<file path="config.mk">
export PLATFORM = sky130hd
export DESIGN_NAME = interrupt_controller
export DESIGN_NICKNAME = d
export VERILOG_FILES = /design/src/rtl/interrupt_controller_pkg.sv /design/src/rtl/bus_connector.sv /design/src/rtl/priority_encoder6.sv /design/src/rtl/interrupt_controller.sv
export SDC_FILE = /design/constraint.sdc
export NUM_CORES = 1
export LEC_CHECK = 0
export BUFFER_PORTS_ARGS = -buffer_cell sky130_fd_sc_hd__buf_4
export CORE_MARGIN = 2
export CORE_UTILIZATION = 45
export CTS_BUF_LIST = sky130_fd_sc_hd__clkbuf_4
export DETAILED_ROUTE_END_ITERATION = 12
export HOLD_SLACK_MARGIN = 0.03
export PLACE_DENSITY = 0.85
export SLEW_MARGIN = 25
export SYNTH_ARGS = -nofsm -noshare
export SYNTH_HDL_FRONTEND = slang
export SYNTH_SLANG_ARGS = --single-unit
</file>
<file path="constraint.sdc">
create_clock -name clk -period 5.5 [get_ports clk]
set_input_delay 1.1 -clock clk [delete_from_list [all_inputs] [get_ports clk]]
set_output_delay 1.1 -clock clk [all_outputs]
set_load 0.005 [all_outputs]
</file>
<file path="src/rtl/interrupt_controller_pkg.sv">
// rtl/interrupt_controller_pkg.sv - shared savestate addresses, source indices and interrupt vectors
package interrupt_controller_pkg;

  typedef enum logic [7:0] {
    SS_CPU        = 8'h00,
    SS_PROG_TIMER = 8'h08,
    SS_INTERRUPT  = 8'h0C
  } ss_addresses;

  typedef enum logic {
    ST_IDLE  = 1'b0,
    ST_BLANK = 1'b1
  } irq_state_t;

  // Source index doubles as the req_q bit and the mask register address;
  // a higher index wins arbitration.
  localparam int NUM_SRC       = 6;
  localparam int SRC_CLOCK     = 0;
  localparam int SRC_STOPWATCH = 1;
  localparam int SRC_K0        = 2;
  localparam int SRC_K1        = 3;
  localparam int SRC_SERIAL    = 4;
  localparam int SRC_PROG      = 5;

  localparam logic [3:0] VEC_NONE      = 4'h0;
  localparam logic [3:0] VEC_CLOCK     = 4'h2;
  localparam logic [3:0] VEC_STOPWATCH = 4'h4;
  localparam logic [3:0] VEC_K0        = 4'h6;
  localparam logic [3:0] VEC_K1        = 4'h8;
  localparam logic [3:0] VEC_SERIAL    = 4'hA;
  localparam logic [3:0] VEC_PROG      = 4'hC;

  function automatic logic [3:0] src_vector(input int src);
    case (src)
      SRC_CLOCK:     return VEC_CLOCK;
      SRC_STOPWATCH: return VEC_STOPWATCH;
      SRC_K0:        return VEC_K0;
      SRC_K1:        return VEC_K1;
      SRC_SERIAL:    return VEC_SERIAL;
      SRC_PROG:      return VEC_PROG;
      default:       return VEC_NONE;
    endcase
  endfunction

endpackage

</file>
<file path="src/rtl/bus_connector.sv">
// rtl/bus_connector.sv - savestate bus endpoint holding the restore word for one block
module bus_connector #(
  parameter logic [7:0]  ADDRESS       = 8'h00,
  parameter logic [31:0] DEFAULT_VALUE = 32'h0
) (
  input  logic        clk,
  input  logic [31:0] bus_in,
  input  logic [7:0]  bus_addr,
  input  logic        bus_wren,
  input  logic        bus_reset_n,
  output logic [31:0] bus_out,
  input  logic [31:0] current_data,
  output logic [31:0] new_data
);

  logic [31:0] stored;

  always_ff @(posedge clk or negedge bus_reset_n) begin
    if (!bus_reset_n) begin
      stored <= DEFAULT_VALUE;
    end else if (bus_wren && (bus_addr == ADDRESS)) begin
      stored <= bus_in;
    end
  end

  assign new_data = stored;
  assign bus_out  = (bus_addr == ADDRESS) ? current_data : 32'h0;

endmodule

</file>
<file path="src/rtl/priority_encoder6.sv">
// rtl/priority_encoder6.sv - six request bits to the vector of the highest-priority one
module priority_encoder6
  import interrupt_controller_pkg::*;
(
  input  logic [5:0] req,
  output logic [3:0] vector
);

  always_comb begin
    vector = VEC_NONE;
    for (int i = 0; i < NUM_SRC; i++) begin
      if (req[i]) vector = src_vector(i);
    end
  end

endmodule

</file>
<file path="src/rtl/interrupt_controller.sv">
// rtl/interrupt_controller.sv - masked, fixed-priority interrupt request/ack/vector unit
module interrupt_controller
  import interrupt_controller_pkg::*;
#(
  parameter logic [7:0] SS_ADDR     = SS_INTERRUPT,
  parameter int         BLANK_TICKS = 2
) (
  input  logic        clk,
  input  logic        reset_n,
  input  logic        clk_en,
  input  logic        prog_factor,
  input  logic        serial_factor,
  input  logic        k1_factor,
  input  logic        k0_factor,
  input  logic [1:0]  stopwatch_factor,
  input  logic [3:0]  clock_factor,
  input  logic        cpu_i_flag,
  input  logic        irq_ack,
  input  logic [2:0]  io_addr,
  input  logic [3:0]  io_wdata,
  input  logic        io_wren,
  output logic [3:0]  io_rdata,
  output logic        irq_req,
  output logic [3:0]  irq_vector,
  output logic        wake,
  input  logic [31:0] ss_bus_in,
  input  logic [7:0]  ss_bus_addr,
  input  logic        ss_bus_wren,
  input  logic        ss_bus_reset_n,
  output logic [31:0] ss_bus_out
);

  localparam logic [1:0] BLANK_LAST = 2'(BLANK_TICKS - 1);

  logic [3:0]  mask_clock;
  logic [1:0]  mask_stopwatch;
  logic        mask_k0, mask_k1, mask_serial, mask_prog;
  logic [5:0]  req_q, req_d;
  irq_state_t  state, state_d;
  logic [1:0]  blank_cnt, blank_cnt_d;
  logic [3:0]  vector_q, vector_d, enc_vector;
  logic        wake_q;
  logic        restore_q;
  logic [31:0] ss_current_data, ss_new_data;
  logic        unused_ss;

  assign req_d[SRC_PROG]      = prog_factor & mask_prog;
  assign req_d[SRC_SERIAL]    = serial_factor & mask_serial;
  assign req_d[SRC_K1]        = k1_factor & mask_k1;
  assign req_d[SRC_K0]        = k0_factor & mask_k0;
  assign req_d[SRC_STOPWATCH] = |(stopwatch_factor & mask_stopwatch);
  assign req_d[SRC_CLOCK]     = |(clock_factor & mask_clock);

  priority_encoder6 u_encoder (
    .req    (req_q),
    .vector (enc_vector)
  );

  always_comb begin
    state_d     = state;
    blank_cnt_d = blank_cnt;
    vector_d    = vector_q;
    irq_req     = 1'b0;
    case (state)
      ST_IDLE: begin
        irq_req = (|req_q) & cpu_i_flag;
        // Vector comes from req_q, so it matches the request the CPU just saw.
        if (clk_en && irq_ack && irq_req) begin
          state_d     = ST_BLANK;
          blank_cnt_d = 2'd0;
          vector_d    = enc_vector;
        end
      end
      ST_BLANK: begin
        if (clk_en) begin
          if (blank_cnt == BLANK_LAST) begin
            state_d     = ST_IDLE;
            blank_cnt_d = 2'd0;
          end else begin
            blank_cnt_d = blank_cnt + 2'd1;
          end
        end
      end
      default: state_d = ST_IDLE;
    endcase
  end

  // restore_q is set throughout reset so the first edge after release reloads the savestate.
  always_ff @(posedge clk or negedge reset_n) begin
    if (!reset_n) begin
      restore_q      <= 1'b1;
      state          <= ST_IDLE;
      blank_cnt      <= 2'd0;
      vector_q       <= 4'h0;
      req_q          <= 6'h0;
      wake_q         <= 1'b0;
      mask_clock     <= 4'h0;
      mask_stopwatch <= 2'h0;
      mask_k0        <= 1'b0;
      mask_k1        <= 1'b0;
      mask_serial    <= 1'b0;
      mask_prog      <= 1'b0;
    end else if (restore_q) begin
      restore_q      <= 1'b0;
      mask_clock     <= ss_new_data[3:0];
      mask_stopwatch <= ss_new_data[5:4];
      mask_k0        <= ss_new_data[6];
      mask_k1        <= ss_new_data[7];
      mask_serial    <= ss_new_data[8];
      mask_prog      <= ss_new_data[9];
      vector_q       <= ss_new_data[13:10];
      state          <= irq_state_t'(ss_new_data[14]);
      blank_cnt      <= ss_new_data[16:15];
      req_q          <= ss_new_data[22:17];
      wake_q         <= |ss_new_data[22:17];
    end else if (clk_en) begin
      state     <= state_d;
      blank_cnt <= blank_cnt_d;
      vector_q  <= vector_d;
      req_q     <= req_d;
      wake_q    <= |req_d;
      if (io_wren) begin
        case (io_addr)
          3'd0:    mask_clock     <= io_wdata;
          3'd1:    mask_stopwatch <= io_wdata[1:0];
          3'd2:    mask_k0        <= io_wdata[0];
          3'd3:    mask_k1        <= io_wdata[0];
          3'd4:    mask_serial    <= io_wdata[0];
          3'd5:    mask_prog      <= io_wdata[0];
          default: ;
        endcase
      end
    end
  end

  always_comb begin
    io_rdata = 4'h0;
    case (io_addr)
      3'd0:    io_rdata = mask_clock;
      3'd1:    io_rdata = {2'b00, mask_stopwatch};
      3'd2:    io_rdata = {3'b000, mask_k0};
      3'd3:    io_rdata = {3'b000, mask_k1};
      3'd4:    io_rdata = {3'b000, mask_serial};
      3'd5:    io_rdata = {3'b000, mask_prog};
      default: io_rdata = 4'h0;
    endcase
  end

  assign irq_vector = vector_q;
  assign wake       = wake_q;

  assign ss_current_data = {9'h0, req_q, blank_cnt, 1'(state), vector_q,
                            mask_prog, mask_serial, mask_k1, mask_k0,
                            mask_stopwatch, mask_clock};
  assign unused_ss = ^ss_new_data[31:23];

  bus_connector #(
    .ADDRESS       (SS_ADDR),
    .DEFAULT_VALUE (32'h0)
  ) u_ss (
    .clk          (clk),
    .bus_in       (ss_bus_in),
    .bus_addr     (ss_bus_addr),
    .bus_wren     (ss_bus_wren),
    .bus_reset_n  (ss_bus_reset_n),
    .bus_out      (ss_bus_out),
    .current_data (ss_current_data),
    .new_data     (ss_new_data)
  );

endmodule

</file>
After elaboration in Yosys (flattened, before gate mapping)
Cells that the tools add are included.
- flip-flop bits (word level): 48
- word-level logic and storage cells: 108
- output and inout port bits: 42
- bits of input ports: 65
- mux-type cells: 51
- bitwise logic cells: 8
- reduce and logical (&&, ||, !) cells: 26
- equality and inequality tests: 9
- add/subtract/negate cells: 1
- operator list (cell ; count):
    $mux 4 ; 11
    $pmux 4 s6 ; 1
    $mux 1 ; 23
    $mux 23 ; 1
    $reduce_and 3->1 ; 7
    $mux 2 ; 9
    $reduce_bool 2->1 ; 9
    $mux 6 ; 2
    $reduce_or 6->1 ; 2
    $reduce_or 10->1 ; 1
    $eq 8x4->1 const B ; 1
    $eq 3x2->1 const B ; 2
    $eq 3x3->1 const B ; 2
    $mux 3 ; 2
    $and 1x1->1 ; 5
    $and 4x4->4 ; 1
    $pmux 2 s2 ; 1
    $reduce_or 4->1 ; 1
    $eq 3x1->1 const B ; 1
    $logic_and 1x1->1 ; 3
    $logic_not 3->1 ; 1
    $ne 3x3->1 const B ; 1
    $add 2x1->2 const B ; 1
    $and 2x2->2 ; 1
    other kinds (6) ; 6

Depth between registers and ports, before layout
Gate-level depths: netlist of the first run.
- word-level depth: 10
- mapped depth: 6
- depth with buffers taken out: 4

By module
A second synthesis of the first run with hierarchy kept.
- cell total of the unflattened synthesis: 267
- area total of the unflattened synthesis: 3083.0 µm²
- modules (own cells, without submodules) (module ; cells an instance ; instances ; sequential area each (µm²) ; area each (µm²)):
    bus_connector ; 109 ; 1 ; 800.8 ; 1590.3
    interrupt_controller ; 148 ; 1 ; 626.9 ; 1431.4
    priority_encoder6 ; 10 ; 1 ; 0.0 ; 61.3

Least setup slack after synthesis of the first run
OpenSTA, ideal clock, no wires.
- kind: input to output
- from: input port ss_bus_addr[5]
- to: output port ss_bus_out[10]
- path buffers: 1
- data required time: 4.400 ns
- setup slack: 2.034 ns
- arrival: 2.366 ns
- cell stages on the path: 4
- cells stage by stage: or4_4 -> nor4_4 -> clkbuf_1 -> and2_1
- word-level cells in the longest chain between the ends: 2
- RTL lines (what ; RTL line ; source):
    start: declaration ; interrupt_controller.sv:27 ; input logic [7:0] ss_bus_addr,
    $eq 8x4->1 ; bus_connector.sv:27 ; assign bus_out = (bus_addr == ADDRESS) ? current_data : 32'h0;
    $mux 23 ; bus_connector.sv:27 ;
    end: declaration ; interrupt_controller.sv:30 ; output logic [31:0] ss_bus_out
No other way between the ends.

Worst setup path after layout of the first run
- from: input port ss_bus_addr[5]
- to: output port ss_bus_out[4]
The elaborated chain is that of the path after synthesis.

==> reports/qor.txt, run 1 <==
CLOCK TREE
-----------------------------------------------------------------------------------------------
CTS Root Buffer Type                                                               sky130_fd_sc_hd__clkbuf_4
Clock latency reported for the late side of the worst-skew pair                         0.35 ns
Post-CTS Resized                                                                              0
# Post-CTS Setup Buffers                                                                      0
CTS tree                                                                                    yes
Hold-fix buffers, CTS                                                                         0
Number of buffers added by the clock tree synthesis step                                      5
Max Root-Sink Buffers                                                                         2
Total clock sinks                                                                            48
Clock input transition at the sequential cells of the worst setup and hold paths        0.13 ns
H-tree levels                                                                                 2

DIE
-----------------------------------------------------------------------------------------------
Vertical die dimension                                                                  80.0 um
Boundary pin count                                                                          107
Number of rows in the core area                                                              27
Floorplan Core Area                                                                    5540 um2
Die boundary width                                                                      80.0 um
Die outline area                                                                       6390 um2
Starting density of the core                                                              46.9%

TIMING
-----------------------------------------------------------------------------------------------
Number of max-slew violations in the final report                                             0
Final number of setup-violating endpoints                                                     0
Slew at the pin closest to its max-slew limit                                          0.667 ns
Setup Total Neg Slack                                                                      0 ns
Unrepaired setup endpoints after global routing                                              no
Worst slew margin relative to its limit                                                   55.5%
Clock period minus final worst setup slack                                              3.71 ns
Final number of hold-violating endpoints                                                      0
Worst Clk Skew                                                                        0.0106 ns
Worst setup margin                                                                      1.79 ns
Final worst path period share                                                             67.5%
Maximum clock rate                                                                      269 MHz

LOGIC SYNTHESIS
-----------------------------------------------------------------------------------------------
Yosys warning count                                                                           0
Share of the yosys chip area belonging to registers                                       46.3%
Cells after Synth                                                                           236
Distinct cells, synth                                                                        39
Post-synthesis sequential element count                                                      48
Top cell type by total area after synthesis                                        sky130_fd_sc_hd__dfrtp_1
Dominant cells by area after synthesis                                             sky130_fd_sc_hd__dfrtp_1, sky130_fd_sc_hd__mux2_4, sky130_fd_sc_hd__and2_1, sky130_fd_sc_hd__mux2i_1, sky130_fd_sc_hd__mux2_2
Share of flip-flops with an asynchronous set or reset after synthesis                      100%
Average cell area after synthesis                                                      11.0 um2
Number of enable flip-flop cells after synthesis                                              0
Area share of the leading cell type in the synthesized netlist                            45.3%
Count leader, synth                                                                sky130_fd_sc_hd__dfrtp_1
Most numerous cell types in the synthesized netlist                                sky130_fd_sc_hd__dfrtp_1, sky130_fd_sc_hd__and2_1, sky130_fd_sc_hd__mux2_4, sky130_fd_sc_hd__nand2_1, sky130_fd_sc_hd__o21ai_0
Summed instance area of the synthesized netlist                                        2600 um2
Main synth FF type                                                                 sky130_fd_sc_hd__dfrtp_1

CRITICAL PATH
-----------------------------------------------------------------------------------------------
Data arrival time of the critical path                                                  2.61 ns
Worst-path fanout max                                                                        18
WP data required                                                                        4.40 ns
Critical setup path kind                                                           primary input to output port
Type of element capturing the critical path                                         output port
Startpoint types                                                                   primary input

LAYOUT
-----------------------------------------------------------------------------------------------
Post-layout net count                                                                       384
Diode count                                                                                   0
Fraction of final layout cells sized beyond drive strength 1                              41.3%
Layout overhead on the synthesized area                                                   28.7%

ROUTE
-----------------------------------------------------------------------------------------------
Total wirelength of the detailed-routed design                                          5570 um
DRC violation count after routing                                                             0
Iteration-0 DRC count of the detailed router                                                159
Via count of the routed design                                                             1953
Post-detailed-route via-to-cell ratio                                                      4.98
Count of antenna-violating nets left after detailed routing                                   0
Number of detailed-route iterations in the first pass                                         5
Drt wl/cell                                                                             14.2 um

PLACEMENT
-----------------------------------------------------------------------------------------------
Placed wire-length estimate                                                             4500 um
Place WS                                                                                1.44 ns
I/O Buffers                                                                                  88
Routability Congestion                                                                    0.875

POWER AND IR DROP
-----------------------------------------------------------------------------------------------
Power per standard cell area                                                         211 nW/um2
Worst supply voltage drop on vdd                                                    0.0000999 V
Leakage                                                                                 1.76 nW

GLOBAL ROUTE
-----------------------------------------------------------------------------------------------
Pin count of the biggest net entering global routing                                         46
Global-route usage over all layers                                                        17.9%
Number of global-route vias before repair                                                  1794
Number of antenna violations at the first check in global routing                             0
Aggregate global routing overflow                                                             0
Global-route wire length before repair                                                  8760 um

FLOW RUN
-----------------------------------------------------------------------------------------------
Max_cap viols                                                                                 0

WORST HOLD PATH
-----------------------------------------------------------------------------------------------
Path category of the worst min-delay check                                         register to register

OUTCOME
-----------------------------------------------------------------------------------------------
Result of the run                                                                  finished, final reports clean

## layout make-up
cell class / count / area (um2)
Fill cell: 448 / 2200
Clock buffer: 5 / 37.5
Sequential cell: 48 / 1200
Inverter: 4 / 15.0
Timing Repair Buffer: 89 / 672
Clock inverter: 3 / 42.5
Tap cell: 72 / 90.1
Multi-Input combinational cell: 171 / 1280
## state kept, by name, summed over array words and instances (netlist names)
| signal | flops |
|---|---|
| blank_cnt | 2 |
| irq_vector | 4 |
| mask_clock | 4 |
| mask_k0 | 1 |
| mask_k1 | 1 |
| mask_prog | 1 |
| mask_serial | 1 |
| mask_stopwatch | 2 |
| req_q | 6 |
| restore_q | 1 |
| state | 1 |
| u_ss.new_data | 23 |
| wake | 1 |
## kinds of logic (layout without fill, tap and decap cells)
family                 Yosys count  count (layout)  synth area share, %
AND/OR/NAND/NOR                 79              79                 17.1
flip-flops                      48              48                 46.3
multiplexers                    42              42                 20.9
AO/OA/AOI/OAI                   40              40                 9.93
buffers and inverters           26             101                 5.64
other                            1              10                0.144
## through the flow
step | std cells | utilization, % | area [um2] | hold WS (ns) | total power (W)
final | 392 | 60.3 | 3340 | 0.485 | 0.000705
after floorplan | 245 | - | 2630 | 0.444 | 0.000453
after global routing | 392 | 60.3 | 3340 | 0.524 | 0.000741
after global placement | 383 | 58.6 | 3250 | 0.459 | 0.000507
after detailed placement | 383 | 58.6 | 3250 | 0.472 | 0.000511
after CTS | 391 | 60.1 | 3330 | 0.496 | 0.000713
## critical path: stages
cell                     delay [ns]
sky130_fd_sc_hd__buf_4         0.11
sky130_fd_sc_hd__or4_4         0.53
sky130_fd_sc_hd__nor4_4        0.38
sky130_fd_sc_hd__buf_6         0.22
sky130_fd_sc_hd__and2_1        0.15
sky130_fd_sc_hd__buf_4         0.11
## layout by cell type (no fill, tap or decap), types with 4 or more instances in the layout
cell and instances:
sky130_fd_sc_hd__nor2_1 9, sky130_fd_sc_hd__a22o_1 4, sky130_fd_sc_hd__a21oi_1 6, sky130_fd_sc_hd__dfrtp_1 47, sky130_fd_sc_hd__clkbuf_4 5, sky130_fd_sc_hd__nor3_1 5
sky130_fd_sc_hd__buf_4 88, sky130_fd_sc_hd__o21ai_0 16, sky130_fd_sc_hd__mux2_2 8, sky130_fd_sc_hd__mux2_4 20, sky130_fd_sc_hd__and2_1 25, sky130_fd_sc_hd__or3_1 4
sky130_fd_sc_hd__mux2i_1 13, sky130_fd_sc_hd__inv_1 4, sky130_fd_sc_hd__nand2_1 19, sky130_fd_sc_hd__conb_1 10
## worst paths after layout
check	from	endpoint	slack, ns	depth (start not counted)
min	u_ss.new_data[1]	mask_clock[1]	0.49	2
max in group asynchronous	reset_n	restore_q	4.60	1
max reg2reg	req_q[4]	irq_vector[3]	3.41	4
min reg2reg	u_ss.new_data[1]	mask_clock[1]	0.49	2
max	ss_bus_addr[5]	ss_bus_out[4]	1.79	6
min in group asynchronous	ss_bus_reset_n	u_ss.new_data[18]	0.60	1
## routing by layer
layer  track usage (%)  part of all wire, %  vias up
met4              6.27                  1.5        0
met3              3.62                  6.6        7
met1              25.0                   45      901
li1                  -                    -      970
met2              27.6                   47       75
met5                 0                    0        -
## power breakdown
| group | leakage [nW] | internal [W] | total, W | switching [W] |
|---|---|---|---|---|
| logic | 1.06 | 0.0000640 | 0.000107 | 0.0000427 |
| registers | 0.652 | 0.000374 | 0.000397 | 0.0000228 |
| clock network | 0.0412 | 0.0000948 | 0.000201 | 0.000106 |
| total | 1.76 | 0.000533 | 0.000705 | 0.000172 |
Power figures use the tool's default switching activity.
==> inputs of run 2 (changes only) <==
==> constraint.sdc (replaced) <==
create_clock -name clk -period 3.7 [get_ports clk]
set_input_delay 0.74 -clock clk [delete_from_list [all_inputs] [get_ports clk]]
set_output_delay 0.74 -clock clk [all_outputs]
set_load 0.005 [all_outputs]
==> run 2 against run 1 <==
Register-to-register slack worse by 1.8 ns; highest routed layer unchanged; worst setup slack worse by 0.97 ns; global-route usage about the same.
==> reports/qor.txt, run 2 (synthesis results as in run 1) <==
CLOCK TREE
-----------------------------------------------------------------------------------------------
Clock input transition at the sequential cells of the worst setup and hold paths        0.14 ns
H-tree levels                                                                                 2
Number of buffers added by the clock tree synthesis step                                      5
# Post-CTS Setup Buffers                                                                      0
Hold-fix buffers, CTS                                                                         0
Clock latency reported for the late side of the worst-skew pair                         0.35 ns
Total clock sinks                                                                            48
Max Root-Sink Buffers                                                                         2
Post-CTS Resized                                                                              0
CTS tree                                                                                    yes
CTS Root Buffer Type                                                               sky130_fd_sc_hd__clkbuf_4

LAYOUT
-----------------------------------------------------------------------------------------------
Post-route cell area                                                                   3340 um2
Non-Filler Instances                                                                        392
Post-layout net count                                                                       384
Diode count                                                                                   0
Max reg flops                                                                                23
Most common cell after layout, fill and taps aside                                 sky130_fd_sc_hd__buf_4
Commonest cells after routing, fill and taps aside                                 sky130_fd_sc_hd__buf_4, sky130_fd_sc_hd__dfrtp_1, sky130_fd_sc_hd__and2_1, sky130_fd_sc_hd__mux2_4, sky130_fd_sc_hd__nand2_1
Core Util, Final                                                                          60.2%
Layout overhead on the synthesized area                                                   28.5%
Fraction of final layout cells sized beyond drive strength 1                              41.3%

CRITICAL PATH
-----------------------------------------------------------------------------------------------
Worst-path fanout max                                                                        24
Data arrival time of the critical path                                                  2.14 ns
WP data required                                                                        2.96 ns
Worst path bufs/invs                                                                          3
Max incr delay on CP                                                                    0.53 ns
Crit path top cell by count                                                        sky130_fd_sc_hd__buf_4
Critical setup path kind                                                           primary input to output port
Startpoint types                                                                   primary input
Gate family responsible for the most delay along the worst path                    simple AND/OR/NAND/NOR gates
Cells along the critical path                                                      buf_4 > or4_4 > nor4_4 > buf_4 > and2_1 > buf_4
Critical Path Slowest Stage Cell                                                   sky130_fd_sc_hd__or4_4
Type of element capturing the critical path                                         output port

TIMING
-----------------------------------------------------------------------------------------------
Final number of setup-violating endpoints                                                     0
Setup Total Neg Slack                                                                      0 ns
Final worst path period share                                                             77.9%
Maximum clock rate                                                                      347 MHz
Worst slew margin relative to its limit                                                   55.2%
Unrepaired setup endpoints after global routing                                              no
Worst Clk Skew                                                                        0.0172 ns
Slew at the pin closest to its max-slew limit                                          0.672 ns
Number of max-slew violations in the final report                                             0
Final number of hold-violating endpoints                                                      0
Clock period minus final worst setup slack                                              2.88 ns

ROUTE
-----------------------------------------------------------------------------------------------
Via count of the routed design                                                             1975
Post-detailed-route via-to-cell ratio                                                      5.04
Iteration-0 DRC count of the detailed router                                                145
Drt wl/cell                                                                             14.1 um
Total wirelength of the detailed-routed design                                          5520 um
Count of antenna-violating nets left after detailed routing                                   0
DRC violation count after routing                                                             0
Number of detailed-route iterations in the first pass                                         5

OUTCOME
-----------------------------------------------------------------------------------------------
Result of the run                                                                  finished, final reports clean

DIE
-----------------------------------------------------------------------------------------------
Die outline area                                                                       6390 um2
Starting density of the core                                                              46.9%
Vertical die dimension                                                                  80.0 um
Boundary pin count                                                                          107
Die boundary width                                                                      80.0 um
Floorplan Core Area                                                                    5540 um2
Number of rows in the core area                                                              27

GLOBAL ROUTE
-----------------------------------------------------------------------------------------------
Global-route wire length before repair                                                  8870 um
Number of global-route vias before repair                                                  1867
Pin count of the biggest net entering global routing                                         46
Number of antenna violations at the first check in global routing                             0
Global-route usage over all layers                                                        17.9%
Aggregate global routing overflow                                                             0

PLACEMENT
-----------------------------------------------------------------------------------------------
Routability Congestion                                                                    0.855
Total instance count after detailed placement                                               384
Placed wire-length estimate                                                             4510 um
I/O Buffers                                                                                  88
Placed Area                                                                            3260 um2

WORST HOLD PATH
-----------------------------------------------------------------------------------------------
Path category of the worst min-delay check                                         primary input to async pin

POWER AND IR DROP
-----------------------------------------------------------------------------------------------
Power per standard cell area                                                         314 nW/um2
Design Power                                                                          0.00105 W
Worst supply voltage drop on vdd                                                     0.000194 V
Leakage                                                                                 1.76 nW

FLOW RUN
-----------------------------------------------------------------------------------------------
Max_cap viols                                                                                 0

## run 2: changes by cell type in the layout (fill, tap and decap cells not counted)
cell / previous run / this run
sky130_fd_sc_hd__buf_4: 88 / 89
sky130_fd_sc_hd__buf_6: 1 / 0
## run 2: path summary, 6_finish.rpt
kind | startpoint | end | slack (ns) | depth (start not counted)
worst max-delay path | ss_bus_addr[5] | ss_bus_out[8] | 0.82 | 6
worst min-delay path | ss_bus_reset_n | u_ss.new_data[17] | 0.24 | 1
worst max register to register | req_q[4] | irq_vector[3] | 1.63 | 4
worst min register to register | u_ss.new_data[5] | mask_stopwatch[1] | 0.49 | 2
max in group asynchronous | reset_n | restore_q | 3.16 | 1
min in group clk | u_ss.new_data[5] | mask_stopwatch[1] | 0.49 | 2
## run 2: routing by layer
metal	routed length, um	up-vias	part of all wire (%)	track usage (%)
li1	-	977	-	-
met1	2500	919	45	24.8
met2	2550	71	46	27.8
met3	360	8	6.5	3.39
met4	105	0	1.9	6.78
met5	0	-	0	0
## run 2: area by class of cell
type | instances | area, um2
inverter | 4 | 15.0
sequential | 48 | 1200
clock inverter | 3 | 42.5
clock buffer | 5 | 37.5
tap | 72 | 90.1
multi-input combinational | 171 | 1280
timing repair buffer | 89 | 668
fill | 461 | 2200
## run 2: report_power, final
group | switching (W) | internal (W) | leakage, nW
sequential | 0.0000338 | 0.000556 | 0.652
clock | 0.000159 | 0.000141 | 0.0412
combinational | 0.0000633 | 0.0000952 | 1.06
## run 2: per-stage QoR
step           hold WS [ns]  setup WS, ns
4_1_cts               0.226         0.802
6_report              0.236         0.818
5_1_grt               0.227         0.743
3_3_place_gp          0.460         0.840
3_5_place_dp          0.485         0.811
2_1_floorplan         0.444         0.954
